**src/rtl/e203_ifu_jbpu_if.sv**
```systemverilog
// IFU <-> jump/branch predictor signal bundle.
// master: IFU / mini-decoder / regfile side; slave: the predictor.
interface e203_ifu_jbpu_if #(
  parameter int unsigned PC_W    = 32,
  parameter int unsigned XLEN    = 32,
  parameter int unsigned RFIDX_W = 5
);

  // Decoded instruction and IFU handshake
  logic               dec_i_valid;
  logic               ifu_accept;
  logic               pipe_flush;
  logic [PC_W-1:0]    pc;
  logic               dec_jal;
  logic               dec_jalr;
  logic               dec_bxx;
  logic [XLEN-1:0]    dec_bjp_imm;
  logic [RFIDX_W-1:0] dec_jalr_rs1idx;

  // Hazard sources
  logic               oitf_empty;
  logic               ir_valid;
  logic               ir_rdwen;
  logic [RFIDX_W-1:0] ir_rdidx;
  logic               ir_rs1en;

  // Register file read paths
  logic [XLEN-1:0]    rf2bpu_x1;
  logic [XLEN-1:0]    rf2bpu_rs1;
  logic               bpu2rf_rs1_ena;

  // Prediction results
  logic               bpu_wait;
  logic               prdt_taken;
  logic [PC_W-1:0]    prdt_pc_add_op1;
  logic [PC_W-1:0]    prdt_pc_add_op2;

  modport master (
    output dec_i_valid, ifu_accept, pipe_flush, pc,
    output dec_jal, dec_jalr, dec_bxx, dec_bjp_imm, dec_jalr_rs1idx,
    output oitf_empty, ir_valid, ir_rdwen, ir_rdidx, ir_rs1en,
    output rf2bpu_x1, rf2bpu_rs1,
    input  bpu2rf_rs1_ena, bpu_wait, prdt_taken, prdt_pc_add_op1, prdt_pc_add_op2
  );

  modport slave (
    input  dec_i_valid, ifu_accept, pipe_flush, pc,
    input  dec_jal, dec_jalr, dec_bxx, dec_bjp_imm, dec_jalr_rs1idx,
    input  oitf_empty, ir_valid, ir_rdwen, ir_rdidx, ir_rs1en,
    input  rf2bpu_x1, rf2bpu_rs1,
    output bpu2rf_rs1_ena, bpu_wait, prdt_taken, prdt_pc_add_op1, prdt_pc_add_op2
  );

endinterface

```
**src/rtl/e203_ifu_jbpu.sv**
```systemverilog
// Static jump/branch predictor behind the IFU mini-decoder.
// jal: always taken; bxx: backward taken, forward not taken; jalr: taken,
// with the rs1 base resolved by a small hazard FSM that borrows the shared
// regfile rs1 read port for one cycle.
// Optional: define E203_BPU_JALR_X1_FAST_EN to serve jalr x1 from the
// dedicated rf2bpu_x1 path; otherwise x1 is resolved like any other rs1.
module e203_ifu_jbpu #(
  parameter int unsigned PC_W    = 32,
  parameter int unsigned XLEN    = 32,
  parameter int unsigned RFIDX_W = 5
) (
  input  logic                 clk,
  input  logic                 rst_n,
  e203_ifu_jbpu_if.slave       bus
);

  typedef enum logic [1:0] {
    S_IDLE     = 2'd0,
    S_WAIT_DEP = 2'd1,
    S_RD_RF    = 2'd2,
    S_DONE     = 2'd3
  } state_e;

  state_e          r_state;
  state_e          w_nxt_state;
  logic            r_rs1_ena;
  logic [XLEN-1:0] r_rs1_q;

  logic            w_vld;
  logic            w_jalr_x0;
  logic            w_jalr_x1;
  logic            w_jalr_xn;
  logic            w_dep1;
  logic            w_depn;
  logic            w_wait;
  logic            w_rs1_load;
  logic            w_taken;
  logic [PC_W-1:0] w_op1;
  logic [PC_W-1:0] w_op2;

  // Outputs are forced quiet while reset is asserted, even with a valid decode
  assign w_vld = bus.dec_i_valid & rst_n;

  // jalr base register classification
  assign w_jalr_x0 = bus.dec_jalr & (bus.dec_jalr_rs1idx == RFIDX_W'(0));
`ifdef E203_BPU_JALR_X1_FAST_EN
  assign w_jalr_x1 = bus.dec_jalr & (bus.dec_jalr_rs1idx == RFIDX_W'(1));
  assign w_dep1    = ~bus.oitf_empty
                   | (bus.ir_valid & bus.ir_rdwen & (bus.ir_rdidx == RFIDX_W'(1)));
`else
  assign w_jalr_x1 = 1'b0;
  assign w_dep1    = 1'b0;
`endif
  assign w_jalr_xn = bus.dec_jalr & ~w_jalr_x0 & ~w_jalr_x1;

  // Generic rs1 hazard: outstanding long-pipe op, IR writing rs1, or IR holding the rs1 port
  assign w_depn = ~bus.oitf_empty
                | (bus.ir_valid & bus.ir_rdwen & (bus.ir_rdidx == bus.dec_jalr_rs1idx))
                | (bus.ir_valid & bus.ir_rs1en);

  // Next-state and stall generation
  always_comb begin
    w_nxt_state = r_state;
    w_wait      = 1'b0;
    case (r_state)
      S_IDLE: begin
        if (w_jalr_x1 && w_dep1) begin
          w_wait      = 1'b1;
          w_nxt_state = S_WAIT_DEP;
        end else if (w_jalr_xn) begin
          w_wait      = 1'b1;
          w_nxt_state = w_depn ? S_WAIT_DEP : S_RD_RF;
        end
      end
      S_WAIT_DEP: begin
        if (w_jalr_x1) begin
          if (w_dep1) begin
            w_wait = 1'b1;
          end else if (bus.ifu_accept) begin
            w_nxt_state = S_IDLE;
          end
        end else if (w_jalr_xn) begin
          w_wait = 1'b1;
          if (!w_depn) begin
            w_nxt_state = S_RD_RF;
          end
        end else begin
          w_nxt_state = S_IDLE;
        end
      end
      S_RD_RF: begin
        w_wait      = 1'b1;
        w_nxt_state = S_DONE;
      end
      S_DONE: begin
        if (bus.ifu_accept) begin
          w_nxt_state = S_IDLE;
        end
      end
      default: begin
        w_nxt_state = S_IDLE;
      end
    endcase
    // Losing the instruction abandons any resolution in progress
    if (!bus.dec_i_valid) begin
      w_wait      = 1'b0;
      w_nxt_state = S_IDLE;
    end
    // Flush outranks every other transition
    if (bus.pipe_flush) begin
      w_nxt_state = S_IDLE;
    end
  end

  // FSM state and registered rs1 port request (high exactly while in RD_RF)
  always_ff @(posedge clk or negedge rst_n) begin
    if (!rst_n) begin
      r_state   <= S_IDLE;
      r_rs1_ena <= 1'b0;
    end else begin
      r_state   <= w_nxt_state;
      r_rs1_ena <= (w_nxt_state == S_RD_RF);
    end
  end

  // Capture the borrowed regfile read; a flushed or dropped read leaves the old value
  assign w_rs1_load = (r_state == S_RD_RF) & bus.dec_i_valid & ~bus.pipe_flush;

  // jalr base register captured from the shared rs1 port
  always_ff @(posedge clk or negedge rst_n) begin
    if (!rst_n) begin
      r_rs1_q <= '0;
    end else if (w_rs1_load) begin
      r_rs1_q <= bus.rf2bpu_rs1;
    end
  end

  // Prediction and next-PC adder operands
  always_comb begin
    w_taken = 1'b0;
    w_op1   = '0;
    w_op2   = '0;
    if (w_vld) begin
      if (bus.dec_jal) begin
        w_taken = 1'b1;
        w_op1   = bus.pc;
        w_op2   = PC_W'(bus.dec_bjp_imm);
      end else if (bus.dec_jalr) begin
        w_taken = 1'b1;
        w_op2   = PC_W'(bus.dec_bjp_imm);
        if (w_jalr_x0) begin
          w_op1 = '0;
        end else if (w_jalr_x1) begin
`ifdef E203_BPU_JALR_X1_FAST_EN
          w_op1 = PC_W'(bus.rf2bpu_x1);
`else
          w_op1 = PC_W'(r_rs1_q);
`endif
        end else begin
          w_op1 = PC_W'(r_rs1_q);
        end
      end else if (bus.dec_bxx) begin
        w_taken = bus.dec_bjp_imm[XLEN-1];
        w_op1   = bus.pc;
        w_op2   = PC_W'(bus.dec_bjp_imm);
      end
    end
  end

  assign bus.prdt_taken      = w_taken;
  assign bus.prdt_pc_add_op1 = w_op1;
  assign bus.prdt_pc_add_op2 = w_op2;
  assign bus.bpu_wait        = w_wait & w_vld;
  assign bus.bpu2rf_rs1_ena  = r_rs1_ena;

endmodule

```
**src/flat_wrapper.sv**
```systemverilog
// flat-port wrapper written by rule: the top's interface ports become plain ports
module e203_ifu_jbpu_flat 
#(
  parameter int unsigned PC_W    = 32,
  parameter int unsigned XLEN    = 32,
  parameter int unsigned RFIDX_W = 5
)
  (clk, rst_n, bus_dec_i_valid, bus_ifu_accept, bus_pipe_flush, bus_pc, bus_dec_jal, bus_dec_jalr, bus_dec_bxx, bus_dec_bjp_imm, bus_dec_jalr_rs1idx, bus_oitf_empty, bus_ir_valid, bus_ir_rdwen, bus_ir_rdidx, bus_ir_rs1en, bus_rf2bpu_x1, bus_rf2bpu_rs1, bus_bpu2rf_rs1_ena, bus_bpu_wait, bus_prdt_taken, bus_prdt_pc_add_op1, bus_prdt_pc_add_op2);
  e203_ifu_jbpu_if #(.PC_W(PC_W), .XLEN(XLEN), .RFIDX_W(RFIDX_W)) bus_i ();
  input  logic clk;
  input  logic rst_n;
  input wire logic [$bits(bus_i.dec_i_valid)-1:0] bus_dec_i_valid;
  input wire logic [$bits(bus_i.ifu_accept)-1:0] bus_ifu_accept;
  input wire logic [$bits(bus_i.pipe_flush)-1:0] bus_pipe_flush;
  input wire logic [$bits(bus_i.pc)-1:0] bus_pc;
  input wire logic [$bits(bus_i.dec_jal)-1:0] bus_dec_jal;
  input wire logic [$bits(bus_i.dec_jalr)-1:0] bus_dec_jalr;
  input wire logic [$bits(bus_i.dec_bxx)-1:0] bus_dec_bxx;
  input wire logic [$bits(bus_i.dec_bjp_imm)-1:0] bus_dec_bjp_imm;
  input wire logic [$bits(bus_i.dec_jalr_rs1idx)-1:0] bus_dec_jalr_rs1idx;
  input wire logic [$bits(bus_i.oitf_empty)-1:0] bus_oitf_empty;
  input wire logic [$bits(bus_i.ir_valid)-1:0] bus_ir_valid;
  input wire logic [$bits(bus_i.ir_rdwen)-1:0] bus_ir_rdwen;
  input wire logic [$bits(bus_i.ir_rdidx)-1:0] bus_ir_rdidx;
  input wire logic [$bits(bus_i.ir_rs1en)-1:0] bus_ir_rs1en;
  input wire logic [$bits(bus_i.rf2bpu_x1)-1:0] bus_rf2bpu_x1;
  input wire logic [$bits(bus_i.rf2bpu_rs1)-1:0] bus_rf2bpu_rs1;
  output wire logic [$bits(bus_i.bpu2rf_rs1_ena)-1:0] bus_bpu2rf_rs1_ena;
  output wire logic [$bits(bus_i.bpu_wait)-1:0] bus_bpu_wait;
  output wire logic [$bits(bus_i.prdt_taken)-1:0] bus_prdt_taken;
  output wire logic [$bits(bus_i.prdt_pc_add_op1)-1:0] bus_prdt_pc_add_op1;
  output wire logic [$bits(bus_i.prdt_pc_add_op2)-1:0] bus_prdt_pc_add_op2;
  assign bus_i.dec_i_valid = bus_dec_i_valid;
  assign bus_i.ifu_accept = bus_ifu_accept;
  assign bus_i.pipe_flush = bus_pipe_flush;
  assign bus_i.pc = bus_pc;
  assign bus_i.dec_jal = bus_dec_jal;
  assign bus_i.dec_jalr = bus_dec_jalr;
  assign bus_i.dec_bxx = bus_dec_bxx;
  assign bus_i.dec_bjp_imm = bus_dec_bjp_imm;
  assign bus_i.dec_jalr_rs1idx = bus_dec_jalr_rs1idx;
  assign bus_i.oitf_empty = bus_oitf_empty;
  assign bus_i.ir_valid = bus_ir_valid;
  assign bus_i.ir_rdwen = bus_ir_rdwen;
  assign bus_i.ir_rdidx = bus_ir_rdidx;
  assign bus_i.ir_rs1en = bus_ir_rs1en;
  assign bus_i.rf2bpu_x1 = bus_rf2bpu_x1;
  assign bus_i.rf2bpu_rs1 = bus_rf2bpu_rs1;
  assign bus_bpu2rf_rs1_ena = bus_i.bpu2rf_rs1_ena;
  assign bus_bpu_wait = bus_i.bpu_wait;
  assign bus_prdt_taken = bus_i.prdt_taken;
  assign bus_prdt_pc_add_op1 = bus_i.prdt_pc_add_op1;
  assign bus_prdt_pc_add_op2 = bus_i.prdt_pc_add_op2;
  e203_ifu_jbpu #(.PC_W(PC_W), .XLEN(XLEN), .RFIDX_W(RFIDX_W)) u_core (.clk(clk), .rst_n(rst_n), .bus(bus_i));
endmodule
```
**config.mk**
```make
export PLATFORM = sky130hd
export DESIGN_NAME = e203_ifu_jbpu_flat
export DESIGN_NICKNAME = d
export VERILOG_FILES = /design/src/rtl/e203_ifu_jbpu_if.sv /design/src/rtl/e203_ifu_jbpu.sv /design/src/flat_wrapper.sv
export SDC_FILE = /design/constraint.sdc
export NUM_CORES = 1
export LEC_CHECK = 0
export CORE_MARGIN = 1.5
export CORE_UTILIZATION = 33
export DETAILED_ROUTE_END_ITERATION = 8
export GPL_ROUTABILITY_DRIVEN = 0
export PLACE_DENSITY = 0.87
export SYNTH_ARGS = -nofsm -noshare
export SYNTH_HDL_FRONTEND = slang
export SYNTH_SLANG_ARGS = --single-unit
```
**constraint.sdc**
```tcl
create_clock -name clk -period 2.46 [get_ports clk]
set_clock_uncertainty 0.05 [all_clocks]
set_input_delay 0.369 -clock clk [delete_from_list [all_inputs] [get_ports clk]]
set_output_delay 0.369 -clock clk [all_outputs]
set_load 0.005 [all_outputs]
```
==> metrics, run 1 <==
clock transition at the registers of the reported paths 70 ps; vias per cell 4.99; die area 7360 µm²; Cell Pwr Density 408 nW/µm²; crit end category output port; CTS max path bufs 2; drt total wl 8790 µm; synthesis-stage register bit count 35; Worst Hold Class in2async; xor/xnor share of the synthesized area 0.00775; CTS tree yes; mux contribution to synthesized area 0.159; vias in the first global route 2,674; largest family of logic cells by synthesized area compound AO/OA/AOI/OAI gates; status finished, final reports clean; Detailed Place HPWL 6250 µm; Place WS -506 ps; Hold-fix buffers, CTS 0; DIE HEIGHT 85.8 µm; post-route worst setup slack 68.2 ps; IO buf count 184; diode count 0; DRC errors left 0; crit share post-route 0.972; Hold WS 143 ps; net count reported at finish 578; clock latency on the worst-skew pair 280 ps; crit start category input port; Layout area overhead 99.7%; relative slew slack 0.700; Wirelength per Cell 17.4 µm; Synth Area in Adders 0; CTS Buf Count 5; fmax 418 MHz; post-synthesis sequential area ratio 0.387; Clock Sinks 35; peak supply drop 285 µV; aggregate global-route resource usage 0.235; vias after detailed routing 2,526; Syn Area/Cell 10.6 µm²; share of post-route cells with drive strength above 1 0.317; Slew @ Worst Pin 449 ps; H-tree levels 2; count of different cell masters after synthesis 28; synth warn 0; initial antenna violation count 0; crit path time final 2390 ps; Final setup viols 0; global-route wire length before repair 13,500 µm; Post-Syn Instances 214; Synth Cell Area 2260 µm²; Critical Path RT 2040 ps; initial core utilization 0.348; Crit Path Category in2out; Max Slew Vio Count 0; Post-DRT Antenna Nets 0; final hold violation count 0; GR Overflow Total 0; RSZ-0062 raised after global routing no; worst-path maximum fanout 7; # rows 29; Post-Synthesis Net Count 364; complex-gate fraction of the synthesized area 0.217; max-cap viol count 0; DIE WIDTH 85.8 µm; Synth Area in Simple Gates 0.184; CTS root buf clkbuf_8; initial DRC count 70; Core ar. 6490 µm²; IO Count 217; First-pass DRT Iterations 5; Leak 1.94 nW; Critical Path AT 1970 ps; pin count of the biggest net entering global routing 36
-- layout by cell type (no fill, tap or decap), types with 2 or more instances in the layout --
cell	synthesis	routed
xnor2_1	2	2
clkdlybuf4s50_1	0	142
buf_2	6	26
a22oi_2	30	32
mux2_2	24	24
clkdlybuf4s15_1	0	3
o31ai_1	2	2
buf_4	0	26
nand2_1	5	4
dlymetal6s2s_1	0	2
buf_6	3	3
nor2_4	0	2
clkbuf_8	0	5
buf_12	0	5
a211oi_1	2	2
nor2_1	35	33
inv_1	4	4
dlygate4sd2_1	0	10
mux2_1	8	8
and2_1	32	32
nor2b_1	3	3
nand2b_1	3	3
o211a_4	1	4
dfrtp_1	35	35
-- worst max-delay path, stage by stage --
cell,delay (ps)
clkdlybuf4s15_1,190
or4_4,620
o211a_4,330
buf_4,150
a22oi_2,110
nor2_1,60
buf_2,150
-- per-stage QoR --
stage	total power [mW]	TNS (ps)	utilization	cells	cell area [µm²]
detailed placement	1.41	-15620	0.659	474	4280
global placement	1.38	-14450	0.659	474	4280
floorplan	1.04	0	-	214	2260
global route	1.95	0	0.695	506	4510
CTS	1.86	0	0.693	506	4500
finish	1.84	0	0.695	506	4510
-- sequential cells by signal, indices dropped and copies added (netlist names) --
register	flops
u_core.r_rs1_q	32
u_core.bus.bpu2rf_rs1_ena	1
u_core.r_state	2
-- cell families after synthesis --
family,Yosys count
buffers and inverters,19
multiplexers,32
AND/OR/NAND/NOR,82
flip-flops,35
XOR/XNOR,2
AO/OA/AOI/OAI,44
-- cells in the mapped netlist, drive strengths merged --
master | number | share of area
a2111o | 1 | 0.0050
a211oi | 2 | 0.0066
a21boi | 1 | 0.0033
a21oi | 1 | 0.0022
a22oi | 32 | 0.17
and2 | 32 | 0.089
buf | 9 | 0.028
clkbuf | 6 | 0.010
dfrtp | 35 | 0.39
inv | 4 | 0.0066
mux2 | 32 | 0.16
nand2 | 5 | 0.0083
nand2b | 3 | 0.0083
nor2 | 35 | 0.058
nor2b | 3 | 0.0083
nor3 | 2 | 0.0044
o211a | 1 | 0.0077
o21ai | 2 | 0.0044
o221ai | 1 | 0.0039
o311a | 1 | 0.0044
o31ai | 2 | 0.0066
or2 | 1 | 0.0028
or4 | 1 | 0.0050
xnor2 | 2 | 0.0077
-- path summary, 6_finish.rpt --
kind / to / startpoint / slack, ps / depth (start not counted)
max: bus_prdt_pc_add_op1[14] / bus_dec_jalr_rs1idx[0] / 70 / 7
min: u_core.r_rs1_q[31] / rst_n / 140 / 2
max reg2reg: u_core.r_rs1_q[25] / u_core.r_state[0] / 1020 / 4
min reg2reg: u_core.r_rs1_q[31] / u_core.r_rs1_q[31] / 460 / 1
max in group asynchronous: u_core.r_rs1_q[27] / rst_n / 1910 / 2
min in group clk: u_core.r_rs1_q[31] / u_core.r_rs1_q[31] / 460 / 1
-- where the power goes --
part	total, mW	internal [mW]	switching, mW	leakage, nW
registers	0.795	0.703	0.0919	0.446
logic	0.639	0.425	0.213	1.45
clock network	0.410	0.198	0.212	0.0412
total	1.84	1.33	0.517	1.94
-- layout make-up --
| class | count | area, µm² |
|---|---|---|
| repair buffers | 219 | 2060 |
| fillers | 497 | 1980 |
| multi-input cells | 163 | 1380 |
| flip-flops and latches | 35 | 876 |
| well taps | 77 | 96.3 |
| clock buffers | 6 | 72.6 |
| inverters | 4 | 15.0 |
| clock inverters | 2 | 12.5 |
-- timing repair --
action	CTS	global route
gates cloned	4	0
setup endpoints to repair	65	33
pin swaps	5	5
buffers inserted	20	0
hold endpoints to repair	0	0
gates resized for setup	129	6
-- routing by layer --
metal	part of all wire	GRT usage
met3	0.064	0.0645
met4	0.014	0.0528
met2	0.51	0.428
met1	0.41	0.276
met5	0	0
Note: power is estimated with default switching activity, not from simulation.
==> run 2, diff against run 1 <==
--- a/config.mk
+++ b/config.mk
@@ -7,6 +7,7 @@
 export LEC_CHECK = 0
 export CORE_MARGIN = 1.5
 export CORE_UTILIZATION = 33
+export CTS_CLUSTER_SIZE = 24
 export DETAILED_ROUTE_END_ITERATION = 8
 export GPL_ROUTABILITY_DRIVEN = 0
 export PLACE_DENSITY = 0.87
==> results of run 2 <==
No change in the layout: final DEF, timing and power equal those of run 1.
==> run 3, diff against run 2 <==
==> constraint.sdc (replaced) <==
create_clock -name clk -period 2.46 [get_ports clk]
set_clock_uncertainty 0.05 [all_clocks]
set_input_delay 0.246 -clock clk [delete_from_list [all_inputs] [get_ports clk]]
set_output_delay 0.246 -clock clk [all_outputs]
set_load 0.005 [all_outputs]
==> run 3 against run 2 <==
Net effect: largest power group unchanged; power rose by 4.4%; first-iteration DRC count fell by 51%; largest cell class unchanged; sequential cell count did not move.
==> metrics, run 3 (synthesis gave the netlist of run 1 again) <==
Fillers 496 (-0.20%); Max Slew Vio Count 0 (unchanged); RSZ-0062 raised after global routing no; initial core utilization 0.348 (unchanged); clock latency on the worst-skew pair 270 ps (about the same); H-tree levels 2 (unchanged); initial DRC count 34 (-51%); crit path time final 2430 ps (+33.9 ps); DIE HEIGHT 85.8 µm (unchanged); Worst Path Buf+Inv 3 (unchanged); commonest non-fill, non-tap cell in the layout clkdlybuf4s50_1; Hold WS 26.4 ps (-117 ps); crit end category output port; Final setup viols 0 (unchanged); Largest stage delay, worst path 610 ps (about the same); vias after detailed routing 2,446 (-3.2%); aggregate global-route resource usage 0.221 (-0.0149); relative slew slack 0.695 (-0.00576); area of the multi-input gates 1360 µm² (-1.5%); most frequent cells in the layout clkdlybuf4s50_1 (150), dfrtp_1 (35), nor2_1 (34); die area 7360 µm² (unchanged); CTS max path bufs 2 (unchanged); vias per cell 4.90 (-1.8%); crit start category input port; DRC errors left 0 (unchanged); worst-path maximum fanout 7 (unchanged); # rows 29 (unchanged); largest reg by FF count u_core.r_rs1_q; initial antenna violation count 0 (unchanged); Worst Hold Class in2async; max FFs per register 32 (unchanged); Critical Path RT 2160 ps (+120 ps); max-cap viol count 0 (unchanged); DIE WIDTH 85.8 µm (unchanged); Wirelength per Cell 16.5 µm (-5.0%); final hold violation count 0 (unchanged); net count reported at finish 571 (-1.2%); pin count of the biggest net entering global routing 36 (unchanged); Detailed Place HPWL 6010 µm (-3.9%); peak supply drop 315 µV (+10%); CTS Buf Count 5 (unchanged); Clock Sinks 35 (unchanged); cell family with the largest share of critical-path delay buffers and inverters; CTS root buf clkbuf_8; Post-DRT Antenna Nets 0 (unchanged); Slew @ Worst Pin 458 ps (+8.64 ps); Layout area overhead 97.6%; sequential cell area 876 µm² (unchanged); TNS Setup 0 ps (unchanged); drt total wl 8230 µm (-6.3%); clock transition at the registers of the reported paths 70 ps (about the same); CTS tree yes; GR Overflow Total 0 (unchanged); crit share post-route 0.986 (+0.0138); vias in the first global route 2,634 (-1.5%); Critical Path AT 2130 ps (+160 ps); diode count 0 (unchanged); Core ar. 6490 µm² (unchanged); Cell Pwr Density 431 nW/µm² (+5.5%); Crit Path Category in2out; fmax 412 MHz (-1.4%); cell breakdown of the critical path clkdlybuf4s50_1 > or4_4 > o211a_4 > buf_4 > a22oi_2 > nor2_1 > clkdlybuf4s15_1; First-pass DRT Iterations 4 (-1); Leak 1.88 nW (-3.2%); slowest cell on the critical path or4_4; share of post-route cells with drive strength above 1 0.265 (-0.0516); global-route wire length before repair 12,800 µm (-4.9%); status finished, final reports clean; IO buf count 184 (unchanged); IO Count 217 (unchanged)
==> run 3: worst register-to-register path: stages (launching register included) <==
cell	delay (ps)
dfrtp_1	380
nand2b_1	190
nor2_4	120
buf_12	210
mux2_1	380
==> run 3: repair_timing <==
item	CTS	global route
setup endpoints to repair	32	14
cloned	3	0
hold endpoints to repair	0	0
resized for setup	51	19
hold buffers	0	0
pin swaps	1	2
setup buffers	14	2
==> run 3: report_power, final <==
| part | internal (mW) | switching (mW) | total [mW] |
|---|---|---|---|
| clock | 0.302 | 0.214 | 0.516 |
| sequential | 0.703 | 0.0908 | 0.794 |
| combinational | 0.413 | 0.202 | 0.615 |
==> run 3: per-layer routing <==
metal,vias to the layer above,GRT usage,wire [µm]
li1,1176,-,-
met1,1176,0.272,3400
met2,88,0.379,4230
met3,6,0.0683,538
met4,0,0.0499,59
met5,-,0,0
==> run 3: worst paths after layout <==
path | start | end | slack (ps) | cells after the start
max | bus_dec_jalr_rs1idx[2] | bus_prdt_pc_add_op1[29] | 30 | 7
min | rst_n | u_core.r_rs1_q[13] | 30 | 2
max reg2reg | u_core.r_state[0] | u_core.r_rs1_q[27] | 1040 | 4
min reg2reg | u_core.r_rs1_q[30] | u_core.r_rs1_q[30] | 470 | 1
max in group asynchronous | rst_n | u_core.r_rs1_q[19] | 2010 | 2
min in group clk | u_core.r_rs1_q[30] | u_core.r_rs1_q[30] | 470 | 1
==> run 3: per-stage QoR <==
| step | instances | util | setup WS [ps] | total power, mW | instance area (µm²) |
|---|---|---|---|---|---|
| floorplan | 214 | - | 820 | 1.04 | 2260 |
| global placement | 472 | 0.655 | -222 | 1.38 | 4250 |
| detailed placement | 472 | 0.655 | -229 | 1.40 | 4250 |
| CTS | 497 | 0.693 | 0.798 | 1.94 | 4500 |
| global route | 499 | 0.688 | 2.69 | 2.03 | 4470 |
| finish | 499 | 0.688 | 34.3 | 1.92 | 4470 |
==> run 3: layout make-up <==
class | count | share of cell area
clock buffer | 5 | 0.0154
clock inverter | 3 | 0.00980
tap | 77 | 0.0216
sequential | 35 | 0.196
timing repair buffer | 212 | 0.449
multi-input combinational | 163 | 0.304
inverter | 4 | 0.00336
